### config.mk
export PLATFORM = sky130hd
export DESIGN_NAME = cmd_dispatch_queue_flat
export DESIGN_NICKNAME = d
export VERILOG_FILES = /design/src/rtl/tpu_cmd_pkg.sv /design/src/rtl/cmd_dispatch_queue_if.sv /design/src/rtl/cmd_fifo.sv /design/src/rtl/cmd_dispatch_queue.sv /design/src/flat_wrapper.sv
export SDC_FILE = /design/constraint.sdc
export NUM_CORES = 1
export LEC_CHECK = 0
export ABC_CLOCK_PERIOD_IN_PS = 3600
export CAP_MARGIN = 20
export CORE_MARGIN = 3
export CORE_UTILIZATION = 40
export CTS_CLUSTER_SIZE = 14
export DETAILED_ROUTE_END_ITERATION = 6
export PLACE_DENSITY_LB_ADDON = 0.2
export SLEW_MARGIN = 25
export SYNTH_ARGS = -nofsm -noshare
export SYNTH_HDL_FRONTEND = slang
export SYNTH_HIERARCHICAL = 1
export SYNTH_SLANG_ARGS = --single-unit
export TNS_END_PERCENT = 20
### constraint.sdc
create_clock -name clk -period 3.6 [get_ports clk]
set_clock_uncertainty 0.2 [all_clocks]
set_input_delay 0.72 -clock clk [delete_from_list [all_inputs] [get_ports clk]]
set_output_delay 0.72 -clock clk [all_outputs]
set_load 0.05 [all_outputs]
### src/rtl/tpu_cmd_pkg.sv
// Shared GEMM command definitions: the command word layout, its field widths
// and the dispatch state encoding used by cmd_dispatch_queue and control_unit.
package tpu_cmd_pkg;

    localparam int LEN_WIDTH        = 8;
    localparam int CMD_WIDTH        = 64;
    localparam int ADDR_FIELD_WIDTH = 10;

    // Field order is MSB first, so len_m lands in bits [7:0].
    typedef struct packed {
        logic [ADDR_FIELD_WIDTH-1:0] addr_d;
        logic [ADDR_FIELD_WIDTH-1:0] addr_c;
        logic [ADDR_FIELD_WIDTH-1:0] addr_b;
        logic [ADDR_FIELD_WIDTH-1:0] addr_a;
        logic [LEN_WIDTH-1:0]        len_n;
        logic [LEN_WIDTH-1:0]        len_k;
        logic [LEN_WIDTH-1:0]        len_m;
    } command_t;

    typedef enum logic [1:0] {
        ST_IDLE      = 2'd0,
        ST_ISSUE     = 2'd1,
        ST_WAIT_DONE = 2'd2
    } dispatch_state_t;

    function automatic logic len_in_range(input logic [LEN_WIDTH-1:0] len, input int max_len);
        return (len != '0) && (int'({24'd0, len}) <= max_len);
    endfunction

    function automatic logic cmd_lens_legal(input command_t cmd, input int max_len);
        return len_in_range(cmd.len_m, max_len) &&
               len_in_range(cmd.len_k, max_len) &&
               len_in_range(cmd.len_n, max_len);
    endfunction

endpackage

### src/rtl/cmd_dispatch_queue_if.sv
// Host-side and control_unit-side command handshakes of the dispatch queue.
// slave = the queue itself, master = whoever drives host commands and cu responses.
interface cmd_dispatch_queue_if #(
    parameter int CMD_WIDTH = 64
);
    logic                 host_cmd_valid;
    logic [CMD_WIDTH-1:0] host_cmd_data;
    logic                 host_cmd_ready;
    logic                 cu_cmd_valid;
    logic [CMD_WIDTH-1:0] cu_cmd_data;
    logic                 cu_cmd_ready;
    logic                 cu_done_irq;

    modport slave (
        input  host_cmd_valid, host_cmd_data, cu_cmd_ready, cu_done_irq,
        output host_cmd_ready, cu_cmd_valid, cu_cmd_data
    );

    modport master (
        output host_cmd_valid, host_cmd_data, cu_cmd_ready, cu_done_irq,
        input  host_cmd_ready, cu_cmd_valid, cu_cmd_data
    );
endinterface

### src/rtl/cmd_fifo.sv
// Circular command buffer with registered level; a push is refused while full,
// even when a pop happens in the same cycle.
module cmd_fifo #(
    parameter  int DEPTH = 4,
    parameter  int WIDTH = 64,
    localparam int PTR_W = $clog2(DEPTH),
    localparam int LVL_W = PTR_W + 1
) (
    input  logic             clk,
    input  logic             rst,
    input  logic             i_push,
    input  logic             i_pop,
    input  logic [WIDTH-1:0] i_data,
    output logic [WIDTH-1:0] o_head,
    output logic             o_full,
    output logic             o_empty,
    output logic [LVL_W-1:0] o_level
);

    logic [WIDTH-1:0] r_mem [DEPTH];
    logic [PTR_W-1:0] r_wr_ptr;
    logic [PTR_W-1:0] r_rd_ptr;
    logic [LVL_W-1:0] r_level;
    logic             w_push;
    logic             w_pop;

    assign o_full  = (r_level == LVL_W'(DEPTH));
    assign o_empty = (r_level == '0);
    assign o_level = r_level;
    assign o_head  = r_mem[r_rd_ptr];
    assign w_push  = i_push && !o_full;
    assign w_pop   = i_pop && !o_empty;

    always_ff @(posedge clk) begin
        if (w_push) begin
            r_mem[r_wr_ptr] <= i_data;
        end
    end

    // Pointers wrap naturally because DEPTH is a power of two.
    always_ff @(posedge clk or negedge rst) begin
        if (!rst) begin
            r_wr_ptr <= '0;
            r_rd_ptr <= '0;
            r_level  <= '0;
        end else begin
            if (w_push) begin
                r_wr_ptr <= r_wr_ptr + PTR_W'(1);
            end
            if (w_pop) begin
                r_rd_ptr <= r_rd_ptr + PTR_W'(1);
            end
            case ({w_push, w_pop})
                2'b10:   r_level <= r_level + LVL_W'(1);
                2'b01:   r_level <= r_level - LVL_W'(1);
                default: r_level <= r_level;
            endcase
        end
    end

endmodule

### src/rtl/cmd_dispatch_queue.sv
// Queues host GEMM commands and issues them to control_unit one at a time.
// Build macro CMD_CHECK_EN: drop commands with out-of-range lengths, count them on err_count.
module cmd_dispatch_queue
    import tpu_cmd_pkg::*;
#(
    parameter int DEPTH                = 4,
    parameter int CMD_WIDTH            = 64,
    parameter int ADDR_WIDTH           = 10,
    parameter int SYSTOLIC_ARRAY_WIDTH = 16,
    parameter int CNT_WIDTH            = 16
) (
    input  logic                     clk,
    input  logic                     rst,
    cmd_dispatch_queue_if.slave      bus,
    output logic [$clog2(DEPTH):0]   queue_level,
    output logic [CNT_WIDTH-1:0]     cmds_issued,
    output logic [CNT_WIDTH-1:0]     cmds_completed,
    output logic                     batch_irq,
    input  logic                     irq_clear,
`ifdef CMD_CHECK_EN
    output logic                     idle,
    output logic [CNT_WIDTH-1:0]     err_count
`else
    output logic                     idle
`endif
);

    localparam int LVL_W = $clog2(DEPTH) + 1;

    if (DEPTH < 2 || (DEPTH & (DEPTH - 1)) != 0 || CMD_WIDTH != $bits(command_t) ||
        ADDR_WIDTH != ADDR_FIELD_WIDTH || SYSTOLIC_ARRAY_WIDTH < 1 ||
        SYSTOLIC_ARRAY_WIDTH >= (1 << LEN_WIDTH)) begin : g_bad_cfg
        $error("cmd_dispatch_queue: unsupported parameter combination");
    end

    dispatch_state_t      r_state;
    logic                 r_cu_valid;
    logic [CMD_WIDTH-1:0] r_cu_data;
    logic [CNT_WIDTH-1:0] r_issued;
    logic [CNT_WIDTH-1:0] r_completed;
    logic                 r_batch_irq;

    logic [CMD_WIDTH-1:0] w_head;
    logic                 w_full;
    logic                 w_empty;
    logic [LVL_W-1:0]     w_level;
    logic                 w_push;
    logic                 w_pop;
    logic                 w_handshake;
    logic                 w_done_exit;
    logic                 w_drop;
    logic                 w_batch_set;

    cmd_fifo #(
        .DEPTH (DEPTH),
        .WIDTH (CMD_WIDTH)
    ) u_fifo (
        .clk     (clk),
        .rst     (rst),
        .i_push  (w_push),
        .i_pop   (w_pop),
        .i_data  (bus.host_cmd_data),
        .o_head  (w_head),
        .o_full  (w_full),
        .o_empty (w_empty),
        .o_level (w_level)
    );

    assign w_push      = bus.host_cmd_valid && !w_full;
    assign w_handshake = (r_state == ST_ISSUE) && bus.cu_cmd_ready;
    assign w_done_exit = (r_state == ST_WAIT_DONE) && bus.cu_done_irq;
    // The offered command stays in the queue until control_unit takes it.
    assign w_pop       = w_handshake || w_drop;

`ifdef CMD_CHECK_EN
    command_t             w_head_cmd;
    logic                 r_since_irq;
    logic [CNT_WIDTH-1:0] r_err;

    assign w_head_cmd  = w_head;
    assign w_drop      = (r_state == ST_IDLE) && !w_empty &&
                         !cmd_lens_legal(w_head_cmd, SYSTOLIC_ARRAY_WIDTH);
    assign w_batch_set = (w_done_exit && w_empty && !w_push) ||
                         (w_drop && (w_level == LVL_W'(1)) && !w_push && r_since_irq);
    assign err_count   = r_err;

    always_ff @(posedge clk or negedge rst) begin
        if (!rst) begin
            r_err       <= '0;
            r_since_irq <= 1'b0;
        end else begin
            if (w_drop) begin
                r_err <= r_err + CNT_WIDTH'(1);
            end
            if (w_batch_set) begin
                r_since_irq <= 1'b0;
            end else if (w_handshake) begin
                r_since_irq <= 1'b1;
            end
        end
    end
`else
    assign w_drop      = 1'b0;
    assign w_batch_set = w_done_exit && w_empty && !w_push;
`endif

    always_ff @(posedge clk or negedge rst) begin
        if (!rst) begin
            r_state    <= ST_IDLE;
            r_cu_valid <= 1'b0;
            r_cu_data  <= '0;
            r_issued   <= '0;
        end else begin
            case (r_state)
                ST_IDLE: begin
                    if (!w_empty && !w_drop) begin
                        r_cu_data  <= w_head;
                        r_cu_valid <= 1'b1;
                        r_state    <= ST_ISSUE;
                    end
                end
                ST_ISSUE: begin
                    if (bus.cu_cmd_ready) begin
                        r_cu_valid <= 1'b0;
                        r_issued   <= r_issued + CNT_WIDTH'(1);
                        r_state    <= ST_WAIT_DONE;
                    end
                end
                ST_WAIT_DONE: begin
                    if (bus.cu_done_irq) begin
                        r_state <= ST_IDLE;
                    end
                end
                default: begin
                    r_cu_valid <= 1'b0;
                    r_state    <= ST_IDLE;
                end
            endcase
        end
    end

    // Done pulses are counted in every state, including stray ones after a reset.
    always_ff @(posedge clk or negedge rst) begin
        if (!rst) begin
            r_completed <= '0;
            r_batch_irq <= 1'b0;
        end else begin
            if (bus.cu_done_irq) begin
                r_completed <= r_completed + CNT_WIDTH'(1);
            end
            if (w_batch_set) begin
                r_batch_irq <= 1'b1;
            end else if (irq_clear) begin
                r_batch_irq <= 1'b0;
            end
        end
    end

    assign bus.host_cmd_ready = !w_full;
    assign bus.cu_cmd_valid   = r_cu_valid;
    assign bus.cu_cmd_data    = r_cu_data;
    assign queue_level        = w_level;
    assign cmds_issued        = r_issued;
    assign cmds_completed     = r_completed;
    assign batch_irq          = r_batch_irq;
    assign idle               = w_empty && (r_state == ST_IDLE);

endmodule

### src/flat_wrapper.sv
// flat-port wrapper written by rule: the top's interface ports become plain ports
module cmd_dispatch_queue_flat import tpu_cmd_pkg::*;
#(
    parameter int DEPTH                = 4,
    parameter int CMD_WIDTH            = 64,
    parameter int ADDR_WIDTH           = 10,
    parameter int SYSTOLIC_ARRAY_WIDTH = 16,
    parameter int CNT_WIDTH            = 16
)
  (clk, rst, queue_level, cmds_issued, cmds_completed, batch_irq, irq_clear, idle, bus_host_cmd_valid, bus_host_cmd_data, bus_cu_cmd_ready, bus_cu_done_irq, bus_host_cmd_ready, bus_cu_cmd_valid, bus_cu_cmd_data);
  cmd_dispatch_queue_if #(.CMD_WIDTH(CMD_WIDTH)) bus_i ();
  input  logic clk;
  input  logic rst;
  output logic [$clog2(DEPTH):0] queue_level;
  output logic [CNT_WIDTH-1:0] cmds_issued;
  output logic [CNT_WIDTH-1:0] cmds_completed;
  output logic batch_irq;
  input  logic irq_clear;
  output logic idle;
  input wire logic [$bits(bus_i.host_cmd_valid)-1:0] bus_host_cmd_valid;
  input wire logic [$bits(bus_i.host_cmd_data)-1:0] bus_host_cmd_data;
  input wire logic [$bits(bus_i.cu_cmd_ready)-1:0] bus_cu_cmd_ready;
  input wire logic [$bits(bus_i.cu_done_irq)-1:0] bus_cu_done_irq;
  output wire logic [$bits(bus_i.host_cmd_ready)-1:0] bus_host_cmd_ready;
  output wire logic [$bits(bus_i.cu_cmd_valid)-1:0] bus_cu_cmd_valid;
  output wire logic [$bits(bus_i.cu_cmd_data)-1:0] bus_cu_cmd_data;
  assign bus_i.host_cmd_valid = bus_host_cmd_valid;
  assign bus_i.host_cmd_data = bus_host_cmd_data;
  assign bus_i.cu_cmd_ready = bus_cu_cmd_ready;
  assign bus_i.cu_done_irq = bus_cu_done_irq;
  assign bus_host_cmd_ready = bus_i.host_cmd_ready;
  assign bus_cu_cmd_valid = bus_i.cu_cmd_valid;
  assign bus_cu_cmd_data = bus_i.cu_cmd_data;
  cmd_dispatch_queue #(.DEPTH(DEPTH), .CMD_WIDTH(CMD_WIDTH), .ADDR_WIDTH(ADDR_WIDTH), .SYSTOLIC_ARRAY_WIDTH(SYSTOLIC_ARRAY_WIDTH), .CNT_WIDTH(CNT_WIDTH)) u_core (.clk(clk), .rst(rst), .bus(bus_i), .queue_level(queue_level), .cmds_issued(cmds_issued), .cmds_completed(cmds_completed), .batch_irq(batch_irq), .irq_clear(irq_clear), .idle(idle));
endmodule
Word level (Yosys, flattened, before mapping):

Memories as Yosys holds them, arrays and structs flattened. A register that Yosys moved wholly into a read port is not among the register bits.
Index checks and enable logic that the tools add are counted.
Widths: inputs -> output; s select.

* memories kept: 1
* bits in writable memories: 256
* logic and storage cells: 57
* input port bits: 70
* output and inout port bits: 103
* register bits: 43

Memories
* u_core.u_fifo.r_mem: words 4, width 64, read ports 1, clocked after memory_dff 1, write ports 1, RTL line cmd_fifo.sv:20 `logic [WIDTH-1:0] r_mem [DEPTH];`

* equal/unequal tests: 8
* bitwise operators: 2
* muxes and demuxes: 12
* add/sub/neg operators: 6
* reduce and logical (&&, ||, !) cells: 20

Operators with widths (count)
* $add 16x1->16 const B: 2
* $logic_and 1x1->1: 8
* $mux 1: 6
* $mux 2: 3
* $ne 2x2->1 const B: 3
* $pmux 2 s3: 1
* $pmux 3 s2: 1
* $reduce_and 3->1: 2
* $add 2x1->2 const B: 2
* $eq 2x1->1 const B: 2
* $eq 2x2->1 const B: 2
* $logic_not 1->1: 4
* $reduce_and 2->1: 2
* $reduce_bool 2->1: 2
* $add 3x1->3 const B: 1
* $eq 3x3->1 const B: 1
* $logic_not 3->1: 1
* $pmux 1 s3: 1
* $sub 3x1->3 const B: 1
* $logic_not 2->1: 1
* $not 1->1: 2

Depth between registers and ports, before layout:

Gate-level depths: netlist (run 1).

* depth in word-level cells: 6
* gate-level depth with buffers: 10
* depth with buffers taken out: 10

By module:

Netlist (run 1), hierarchy kept.

By module, submodules not included
* cmd_fifo: sequential area each 7862.5 sq um, cells an instance 372, instances 1, area each 9654.3 sq um
* cmd_dispatch_queue: sequential area each 2502.4 sq um, cells an instance 273, instances 1, area each 3950.0 sq um

Worst setup path after synthesis (run 1):

No wires, ideal clock.

* path kind: reg-to-reg
* from: reg u_core.u_fifo.r_level[2], in the netlist u_core/u_fifo/o_level[2]
* to: mem u_core.u_fifo.r_mem[0][0] (enable)
* buffers on the path: 0
* clock period less this slack: 3.425 ns
* setup slack: 0.175 ns
* cell stages (with the launch flop): 5
* arrival: 2.796 ns
* setup time: 0.429 ns
* required time: 2.971 ns
* cell sequence: dfrtp_1 nor3b_2 nor2b_1 nor2b_2 and2_1

* cells in the longest elaborated chain, start to end: 6

Ends and longest elaborated chain
* from (decl): RTL line cmd_fifo.sv:23 `logic [LVL_W-1:0] r_level;`
* from (signal assigned): RTL line cmd_fifo.sv:54 `2'b10: r_level <= r_level + LVL_W'(1);`
* from (signal assigned): RTL line cmd_fifo.sv:55 `2'b01: r_level <= r_level - LVL_W'(1);`
* from (signal assigned): RTL line cmd_fifo.sv:56 `default: r_level <= r_level;`
* $eq 3x3->1: RTL line cmd_fifo.sv:27 `assign o_full = (r_level == LVL_W'(DEPTH));`
* named net u_core.w_full: RTL line cmd_dispatch_queue.sv:44 `logic w_full;`
* $logic_not 1->1: RTL line cmd_dispatch_queue.sv:69 `assign w_push = bus.host_cmd_valid && !w_full;`
* $logic_and 1x1->1: RTL line cmd_dispatch_queue.sv:69
* named net u_core.w_push: RTL line cmd_dispatch_queue.sv:47 `logic w_push;`
* $logic_and 1x1->1: RTL line cmd_fifo.sv:31 `assign w_push = i_push && !o_full;`
* $mux 1: RTL line cmd_fifo.sv:35 `if (w_push) begin`
* $mux 1 (not written as such): RTL line cmd_fifo.sv:36 `r_mem[r_wr_ptr] <= i_data;`
* to (decl): RTL line cmd_fifo.sv:20

The timed path passes the listed nets, and every way through them passes these cells.

Final worst setup path (run 1):

* from: reg u_core.u_fifo.r_level[0], in the netlist u_core/u_fifo/o_level[0]
* to: out idle

* cells in the longest elaborated chain, start to end: 2

Ends and longest elaborated chain
* $logic_not 3->1: RTL line cmd_fifo.sv:28 `assign o_empty = (r_level == '0);`
* named net u_core.w_empty: RTL line cmd_dispatch_queue.sv:45 `logic w_empty;`
* $logic_and 1x1->1: RTL line cmd_dispatch_queue.sv:166 `assign idle = w_empty && (r_state == ST_IDLE);`
* to (decl): RTL line flat_wrapper.sv:19 `output logic idle;`

The timed path passes the listed nets, and every way through them passes these cells.

==> impl_metrics.tcl, run 1 <==
set metrics [dict create \
    comb_power_share_pct 36.3 \
    min_path_type "primary input to asynchronous set/reset pin" \
    antenna_found_initial 2 \
    slew_viol_final 0 \
    use_met3_pct 3.31 \
    yosysSeqAreaShare_pct 76.2 \
    p_leak_nw 6.03 \
    die_y_um 190 \
    post-cts-setup-buffers 0 \
    drt_iter0_drc 367 \
    wl_per_cell_um 19.7 \
    grt-ovfl-total 0 \
    use_met2_pct 24.1 \
    root_buffer "clkbuf_16" \
    synth_seq_cells 363 \
    grt_pass1_vias 7353 \
    worst_hold_slack_ns 0.0121 \
    numCtsBuffers 39 \
    worstSetupPathType "flip-flop to primary output" \
    slew_headroom_pct 32.4 \
    viasPerCell 5.04 \
    grt_pass1_wl_um 41200 \
    fin_area_um2 17100 \
    ios 173 \
    setup_viol 0 \
    power_frac_clock_pct 23.5 \
    start_kind "flip-flop" \
    cts_tree "done" \
    clkSinkCount 363 \
    final_hold_viol_count 0 \
    io_buffers 172 \
    r2r.worst_path.cells 10 \
    row_count 66 \
    synth_cell_types 35 \
    instances_no_fill 1316 \
    fin_crit_sh_pct 93.1 \
    grt_usage_pct 14.6 \
    wl_um 25900 \
    synthCells 645 \
    start_util_pct 41.2 \
    p_sw_share_pct 34.5 \
    antenna_cells 0 \
    arrival_ns 2.43 \
    fp.dieArea_um2 36300 \
    use_met1_pct 19.4 \
    synth.avg_cell_area_um2 21.1 \
    nNetsFinal 922 \
    intPower_mw 10.3 \
    reg2reg_setup_slack_ns 1.08 \
    core-area_um2 33000 \
    vias 6633 \
    end_kind "primary output" \
    p_switching_mw 5.45 \
    fill_cells 2661 \
    hold_buffers 0 \
    finalCriticalPeriod_ns 3.35 \
    final_cell_mix "edfxtp_1, clkdlybuf4s50_1, dfrtp_1" \
    final_common_cell "edfxtp_1" \
    numPlacedInstances 1245 \
    placed_area_um2 15900 \
    regToRegEndpoint "u_core/u_fifo/o_level[2]$_DFFE_PN0P_" \
    drv_cap 0 \
    r2r_start "u_core/u_fifo/o_level[0]$_DFFE_PN0P_" \
    power_per_cell_area_nw_per_um2 923 \
    htree_levels 2 \
    setup_tns_ns 0 \
    crit_path_max_fanout 6 \
    syn_area_um2 13600 \
    cts-resized-gates 0 \
    clock_latency_ns 0.51 \
    layout-drive-gt1-share_pct 23.5 \
    status "complete, no violations" \
    seqPwrFrac_pct 40.2 \
    layout_setup_ws_ns 0.249 \
    ant_nets 0 \
    peakVddDrop_uv 580 \
    die_w_um 190 \
    rsz0062_at_grt "no" \
    critPathRequiredTime_ns 2.68 \
    worstMarginPinSlew_ns 1.01 \
    synth_nets 723 \
    post-place-ws_ns 0.490 \
    place_hpwl_um 15400 \
    drc 0 \
    fmax_mhz 298 \
    yosysWarningCount 6 \
    cts_buffer_depth 3 \
    grt_start_max_net_pins 68 \
    cts.clk_slew.worst_paths_ns 0.06 \
    gr-max-usage-layer "met2" \
    syn_to_final_growth_pct 25.7 \
    gp_congestion 0.779 \
    drt-pass1-iter-count 6 \
]
cells in the mapped netlist:
cell type / n / area share (%)
and3_1: 4 / 0.18
a21o_2: 1 / 0.064
and2_1: 4 / 0.18
nor2b_2: 1 / 0.064
o22a_1: 1 / 0.064
nand3_1: 12 / 0.44
o31a_1: 1 / 0.064
or4_4: 1 / 0.083
dfrtp_1: 107 / 20
buf_6: 6 / 0.50
mux2_1: 5 / 0.41
o22ai_1: 1 / 0.046
inv_1: 11 / 0.30
clkbuf_1: 1 / 0.028
nand2b_1: 1 / 0.046
o21ai_0: 1 / 0.037
nand2_1: 14 / 0.39
nor2b_1: 1 / 0.046
buf_2: 13 / 0.48
mux4_2: 64 / 11
edfxtp_1: 256 / 57
nand4b_4: 1 / 0.17
o32ai_1: 1 / 0.064
xnor2_1: 21 / 1.4
nor3_4: 1 / 0.12
ha_1: 7 / 0.64
nor3_1: 5 / 0.18
fa_1: 1 / 0.15
xor2_1: 15 / 0.97
buf_4: 3 / 0.17
nor2_1: 12 / 0.33
nor4_1: 2 / 0.092
mux2_2: 62 / 5.1
nand4_1: 7 / 0.32
nor3b_2: 1 / 0.092
cell type report:
cell class                      count  area, um2  share of cell area, %
Tap cell                          442        553                   3.23
Inverter                           11       41.3                  0.241
Clock inverter                     11       58.8                  0.344
Clock buffer                       60       1160                   6.77
Timing Repair Buffer              181       1860                   10.9
Sequential cell                   363      10400                   60.7
Multi-Input combinational cell    248       3050                   17.9
power by group through the flow:
stage / sequential, mW / clock (mW) / combinational, mW
detailed placement: 6.46 / 0 / 5.81
floorplan: 7.74 / 0 / 2.62
CTS: 6.38 / 3.84 / 5.83
finish: 6.35 / 3.71 / 5.72
global placement: 6.40 / 0 / 5.75
global route: 6.51 / 4.02 / 6.06
sequential cells by signal (all words and copies together), names as in the netlist, 2 cells and up:
register and count:
u_core/cmds_issued 16, u_core/u_fifo/o_level 3, u_core/u_fifo/r_mem 256, u_core/bus.cu_cmd_data 64, u_core/u_fifo/r_rd_ptr 2, u_core/cmds_completed 16
u_core/r_state 2, u_core/u_fifo/r_wr_ptr 2
cells by family after synthesis:
family,Yosys count,synth area share [%]
xor gates and xnor gates,36,2.32
adders and majority gates,8,0.791
buffers and inverters,34,1.47
DFF,363,76.2
and+or+nand+nor,67,2.75
muxes,131,16.1
AOI/OAI and AO/OA,6,0.340
worst max-delay path: stages, from the launching register on:
cell and delay [ns]:
dfrtp_1 0.45, nor3_2 0.36, nand2b_1 0.16, nor2_1 0.14, clkdlybuf4s50_1 0.82
worst max-delay path by stage:
| stage | from | endpoint | slack, ns | cells past startpoint |
|---|---|---|---|---|
| detailed placement | bus_cu_cmd_ready | u_core/u_fifo/o_level[2]$_DFFE_PN0P_ | 0.49 | 10 |
| floorplan | u_core/u_fifo/o_level[2]$_DFFE_PN0P_ | u_core/u_fifo/r_mem[0][0]$_DFFE_PP_ | 0.18 | 4 |
| global placement | bus_cu_cmd_ready | u_core/u_fifo/o_level[2]$_DFFE_PN0P_ | 0.56 | 10 |
| CTS | u_core/u_fifo/o_level[0]$_DFFE_PN0P_ | idle | 0.04 | 4 |
| global route | u_core/u_fifo/o_level[0]$_DFFE_PN0P_ | idle | 0.12 | 4 |
| finish | u_core/u_fifo/o_level[0]$_DFFE_PN0P_ | idle | 0.25 | 4 |
stage by stage:
step	util, %	power [mW]
final	51.8	15.8
after CTS	51.7	16.1
after global routing	51.8	16.6
after global placement	48.1	12.1
after floorplan	-	10.4
after detailed placement	48.1	12.3
routing by layer:
| layer | vias to the layer above | wire, um |
|---|---|---|
| met4 | 4 | 697 |
| met3 | 53 | 1560 |
| met5 | - | 27 |
| met1 | 3463 | 11000 |
| li1 | 2935 | - |
| met2 | 178 | 12600 |
Note: power is estimated with default switching activity, not from simulation.
==> inputs of run 2 (changes only) <==
--- a/config.mk
+++ b/config.mk
@@ -12,7 +12,7 @@
 export CTS_CLUSTER_SIZE = 14
 export DETAILED_ROUTE_END_ITERATION = 6
 export PLACE_DENSITY_LB_ADDON = 0.2
-export SLEW_MARGIN = 25
+export REMOVE_ABC_BUFFERS = 1
 export SYNTH_ARGS = -nofsm -noshare
 export SYNTH_HDL_FRONTEND = slang
 export SYNTH_HIERARCHICAL = 1
==> run 2 against run 1 <==
Utilization rose by 0.35 points; sequential cell count did not move; first-iteration DRC count up 9.3%; power up 1.6%; routed wire length is 3.6% higher; clock-buffer cell count is 6 lower; via count rose by 1.7%; worst setup slack lost 0.13 ns; sequential share of layout area down 0.41 points; critical path depth unchanged; cell area up 0.67%; critical path type unchanged; critical endpoint unchanged; highest routed layer unchanged.
==> impl_metrics.tcl, run 2 (synthesis gave the netlist of run 1 again) <==
set metrics [dict create \
    crit_buf_inv 1 \
    clock_latency_ns 0.52 \
    drv_cap 0 \
    fmax_mhz 287 \
    core-area_um2 33000 \
    htree_levels 2 \
    die_w_um 190 \
    min_path_type "primary input to asynchronous set/reset pin" \
    numCtsBuffers 39 \
    grt_usage_pct 14.9 \
    cpLargestDelayFamily "buffers and inverters" \
    wl_per_cell_um 20.3 \
    drc 0 \
    fin_crit_sh_pct 96.7 \
    fin_area_um2 17200 \
    grt-ovfl-total 0 \
    worstMarginPinSlew_ns 1.01 \
    root_buffer "clkbuf_16" \
    p_switching_mw 5.53 \
    drt-pass1-iter-count 4 \
    crit_path_max_fanout 6 \
    crit_chain "nor3_1 -> nand2b_1 -> nor2_1 -> clkdlybuf4s50_1" \
    critPathRequiredTime_ns 2.68 \
    p_leak_nw 6.08 \
    peakVddDrop_uv 606 \
    nNetsFinal 925 \
    grt_pass1_vias 7267 \
    viasPerCell 5.11 \
    r2r.worst_path.cells 10 \
    grt_pass1_wl_um 41800 \
    place_hpwl_um 16200 \
    setup_viol 0 \
    start_util_pct 41.2 \
    hold_buffers 0 \
    reg2reg_setup_slack_ns 1.09 \
    vias 6745 \
    power_per_cell_area_nw_per_um2 931 \
    syn_to_final_growth_pct 26.5 \
    wl_um 26800 \
    ant_nets 0 \
    rsz0062_at_grt "no" \
    crit_path_top_delay_cell "clkdlybuf4s50_1" \
    gp_congestion 0.780 \
    slew_viol_final 0 \
    arrival_ns 2.56 \
    die_y_um 190 \
    power_frac_clock_pct 24.1 \
    top_register "u_core/u_fifo/r_mem" \
    finalCriticalPeriod_ns 3.48 \
    fp.dieArea_um2 36300 \
    comb_power_share_pct 36.0 \
    final_cell_mix "edfxtp_1, clkdlybuf4s50_1, dfrtp_1" \
    fill_cells 2605 \
    finalPower_mw 16.0 \
    post-cts-setup-buffers 0 \
    drt_iter0_drc 401 \
    largest_reg_flops 256 \
    slew_headroom_pct 32.4 \
    clkSinkCount 363 \
    cts_buffer_depth 3 \
    cts.clk_slew.worst_paths_ns 0.06 \
    layout-drive-gt1-share_pct 23.6 \
    status "complete, no violations" \
    placed_area_um2 16000 \
    seqPwrFrac_pct 39.9 \
    cts_tree "done" \
    row_count 66 \
    end_kind "primary output" \
    worstSetupPathType "flip-flop to primary output" \
    start_kind "flip-flop" \
    regToRegEndpoint "u_core/u_fifo/o_level[2]$_DFFE_PN0P_" \
    r2r_start "u_core/u_fifo/o_level[0]$_DFFE_PN0P_" \
    p_sw_share_pct 34.5 \
    final_hold_viol_count 0 \
    grt_start_max_net_pins 66 \
    ios 173 \
    cts-resized-gates 0 \
    io_buffers 172 \
    max_stage_delay_ns 0.81 \
    antenna_found_initial 3 \
    intPower_mw 10.5 \
    final_common_cell "edfxtp_1" \
]
run 2: area by class of cell:
| type | instances | area, um2 | area share [%] |
|---|---|---|---|
| multi-input combinational | 248 | 3050 | 17.7 |
| antenna | 1 | 2.50 | 0.0145 |
| sequential | 363 | 10400 | 60.3 |
| inverter | 11 | 41.3 | 0.240 |
| timing repair buffer | 184 | 1930 | 11.2 |
| clock buffer | 54 | 1120 | 6.53 |
| tap | 442 | 553 | 3.21 |
| clock inverter | 17 | 136 | 0.792 |
run 2: power groups by stage:
stage / clock network (mW) / logic [mW] / registers (mW)
floorplan: 0 / 2.29 / 8.02
global placement: 0 / 5.79 / 6.44
detailed placement: 0 / 5.84 / 6.52
CTS: 3.98 / 5.86 / 6.44
global route: 4.15 / 6.09 / 6.56
finish: 3.86 / 5.77 / 6.40
run 2: how the worst max path moves through the flow:
stage | from | end | depth (start not counted)
floorplan | u_core/u_fifo/r_rd_ptr[0]$_DFFE_PN0P_ | u_core/bus.cu_cmd_data[38]$_DFFE_PN0P_ | 2
global placement | bus_cu_cmd_ready | u_core/u_fifo/o_level[2]$_DFFE_PN0P_ | 10
detailed placement | bus_cu_cmd_ready | u_core/u_fifo/o_level[2]$_DFFE_PN0P_ | 10
CTS | u_core/u_fifo/o_level[0]$_DFFE_PN0P_ | idle | 4
global route | u_core/u_fifo/o_level[0]$_DFFE_PN0P_ | idle | 4
finish | u_core/u_fifo/o_level[0]$_DFFE_PN0P_ | idle | 4
run 2: worst reg2reg max path: cells and delay by family (launching register included):
| family | cells | cell delay, ns |
|---|---|---|
| adders and majority gates | 2 | 0.55 |
| DFF | 1 | 0.45 |
| buffers and inverters | 2 | 0.15 |
| and+or+nand+nor | 4 | 0.78 |
| xor gates and xnor gates | 2 | 0.30 |
run 2: stage by stage:
step / util [%] / std cells / setup TNS [ns] / setup WS [ns] / hold WS [ns]
global placement: 48.3 / 1248 / 0 / 0.529 / 0.261
finish: 52.1 / 1320 / 0 / 0.118 / 0.137
detailed placement: 48.3 / 1248 / 0 / 0.497 / 0.269
global route: 52.1 / 1319 / 0 / 0.0000309 / 0.195
floorplan: - / 622 / -14.81 / -0.260 / 0.224
CTS: 52.1 / 1319 / 0 / 0.103 / 0.167
run 2: per-layer routing:
| layer | track usage, % | up-vias | wire length (um) |
|---|---|---|---|
| met5 | 0 | - | 41 |
| met4 | 3.56 | 6 | 501 |
| met3 | 3.69 | 46 | 1590 |
| met2 | 23.9 | 185 | 12800 |
| met1 | 20.8 | 3563 | 11900 |
| li1 | - | 2945 | - |
==> inputs of run 3 (changes only) <==
--- a/config.mk
+++ b/config.mk
@@ -7,10 +7,13 @@
 export LEC_CHECK = 0
 export ABC_CLOCK_PERIOD_IN_PS = 3600
 export CAP_MARGIN = 20
+export CELL_PAD_IN_SITES_DETAIL_PLACEMENT = 0
+export CELL_PAD_IN_SITES_GLOBAL_PLACEMENT = 2
 export CORE_MARGIN = 3
 export CORE_UTILIZATION = 40
 export CTS_CLUSTER_SIZE = 14
 export DETAILED_ROUTE_END_ITERATION = 6
+export HOLD_SLACK_MARGIN = 0.1
 export PLACE_DENSITY_LB_ADDON = 0.2
 export REMOVE_ABC_BUFFERS = 1
 export SYNTH_ARGS = -nofsm -noshare
==> run 3 against run 2 <==
Critical path depth unchanged; worst setup slack better by 0.15 ns; via count down 0.37%; global-route usage up 0.28 points; sequential share of layout area up 0.17 points; clock-buffer cell count up 7; sequential cell count unchanged; worst hold slack better by 0.13 ns; routed wire length up 1.7%; combinational power about the same.
==> impl_metrics.tcl, run 3 (synthesis gave the netlist of run 1 again) <==
set metrics [dict create \
    status "complete, no violations" \
    vias 6720 \
    final_common_cell "edfxtp_1" \
    peakVddDrop_uv 544 \
    drt_iter0_drc 440 \
    top_register "u_core/u_fifo/r_mem" \
    min_path_type "flip-flop to flip-flop" \
    clkSinkCount 363 \
    root_buffer "clkbuf_16" \
    critPathRequiredTime_ns 2.68 \
    placed_area_um2 16000 \
    numPlacedInstances 1253 \
    cts_tree "done" \
    finalCriticalPeriod_ns 3.33 \
    wl_per_cell_um 20.6 \
    instances_no_fill 1326 \
    worstMarginPinSlew_ns 0.998 \
    drt-pass1-iter-count 4 \
    start_util_pct 41.2 \
    fin_area_um2 17200 \
    fmax_mhz 300 \
    grt_pass1_wl_um 42100 \
    row_count 66 \
    end_kind "primary output" \
    crit_path_max_fanout 6 \
    p_sw_share_pct 34.9 \
    rsz0062_at_grt "no" \
    clock_latency_ns 0.52 \
    fin_crit_sh_pct 92.6 \
    core-area_um2 33000 \
    die_w_um 190 \
    nNetsFinal 931 \
    io_buffers 172 \
    seqPwrFrac_pct 40.3 \
    slew_headroom_pct 33.5 \
    layout-drive-gt1-share_pct 23.9 \
    grt_usage_pct 15.2 \
    cts_buffer_depth 3 \
    drc 0 \
    wl_um 27300 \
    drv_cap 0 \
    layout_setup_ws_ns 0.267 \
    arrival_ns 2.41 \
    gp_congestion 0.756 \
    setup_tns_ns 0 \
    ant_nets 0 \
    cts.clk_slew.worst_paths_ns 0.06 \
    grt_start_max_net_pins 66 \
    viasPerCell 5.07 \
    largest_reg_flops 256 \
    power_frac_clock_pct 23.2 \
    syn_to_final_growth_pct 26.2 \
    setup_viol 0 \
    worst_hold_slack_ns 0.267 \
    fill_cells 2621 \
    power_per_cell_area_nw_per_um2 926 \
    ff_latch_area_um2 10400 \
    final_cell_mix "edfxtp_1, clkdlybuf4s50_1, dfrtp_1" \
    finish.utilization_pct 52.0 \
    comb_power_share_pct 36.5 \
    htree_levels 2 \
    grt-ovfl-total 0 \
    start_kind "flip-flop" \
    slew_viol_final 0 \
    numCtsBuffers 39 \
    post-cts-setup-buffers 0 \
    worstSetupPathType "flip-flop to primary output" \
    antenna_found_initial 0 \
    reg2reg_setup_slack_ns 1.12 \
    intPower_mw 10.3 \
    die_y_um 190 \
    place_hpwl_um 17400 \
    final_hold_viol_count 0 \
    ios 173 \
    fp.dieArea_um2 36300 \
    antenna_cells 0 \
    p_switching_mw 5.55 \
    post-place-ws_ns 0.488 \
    grt_pass1_vias 7133 \
    multiInputGateArea_um2 3050 \
    p_leak_nw 6.07 \
    finalPower_mw 15.9 \
]
[run 3: cell types whose count changed in the layout (fill, tap and decap cells not counted), moves of 2 or more]
cell,before,now
buf_4,3,11
clkbuf_1,8,16
clkinv_1,7,2
buf_12,10,7
bufinv_16,2,0
clkinv_4,2,0
[run 3: timing repair]
action / in CTS / in global routing
gates resized for setup: 0 / 1
hold buffers: 1 / 0
endpoints found under the setup margin: 0 / 1
endpoints found under the hold margin: 47 / 0
[run 3: final timing paths]
path,from,to,depth (start not counted)
worst min register to register,u_core/cmds_issued[15]$_DFFE_PN0P_,u_core/cmds_issued[15]$_DFFE_PN0P_,1
worst min-delay path,u_core/cmds_issued[15]$_DFFE_PN0P_,u_core/cmds_issued[15]$_DFFE_PN0P_,1
worst max-delay path,u_core/u_fifo/o_level[0]$_DFFE_PN0P_,idle,4
worst max register to register,u_core/u_fifo/o_level[0]$_DFFE_PN0P_,u_core/u_fifo/o_level[2]$_DFFE_PN0P_,10
max in group asynchronous,rst,u_core/u_fifo/r_rd_ptr[0]$_DFFE_PN0P_,3
min in group asynchronous,rst,u_core/bus.cu_cmd_data[29]$_DFFE_PN0P_,2
[run 3: area by class of cell]
type                    count  area share (%)
clock buffers              61            6.58
repair buffers            190            11.3
inverters                  11           0.241
flip-flops and latches    363            60.4
clock inverters            11           0.408
multi-input cells         248            17.8
well taps                 442            3.22
[run 3: per-layer routing]
| metal | part of all wire, % | GRT usage (%) |
|---|---|---|
| met1 | 44 | 21.3 |
| met2 | 48 | 24.4 |
| met3 | 6.3 | 3.36 |
| met4 | 1.9 | 3.90 |
| met5 | 0.19 | 1.10 |
[run 3: worst max-delay path, stage by stage (launching register included)]
cell	delay (ns)
dfrtp_1	0.46
nor3_2	0.36
nand2b_1	0.16
nor2_1	0.10
clkdlybuf4s50_1	0.81
[run 3: power groups by stage]
stage / Combinational (mW) / Clock (mW) / Sequential (mW)
3_3_place_gp: 5.82 / 0 / 6.47
5_1_grt: 6.14 / 3.98 / 6.56
6_report: 5.80 / 3.69 / 6.41
2_1_floorplan: 2.29 / 0 / 8.02
3_5_place_dp: 5.89 / 0 / 6.52
4_1_cts: 5.91 / 3.82 / 6.45
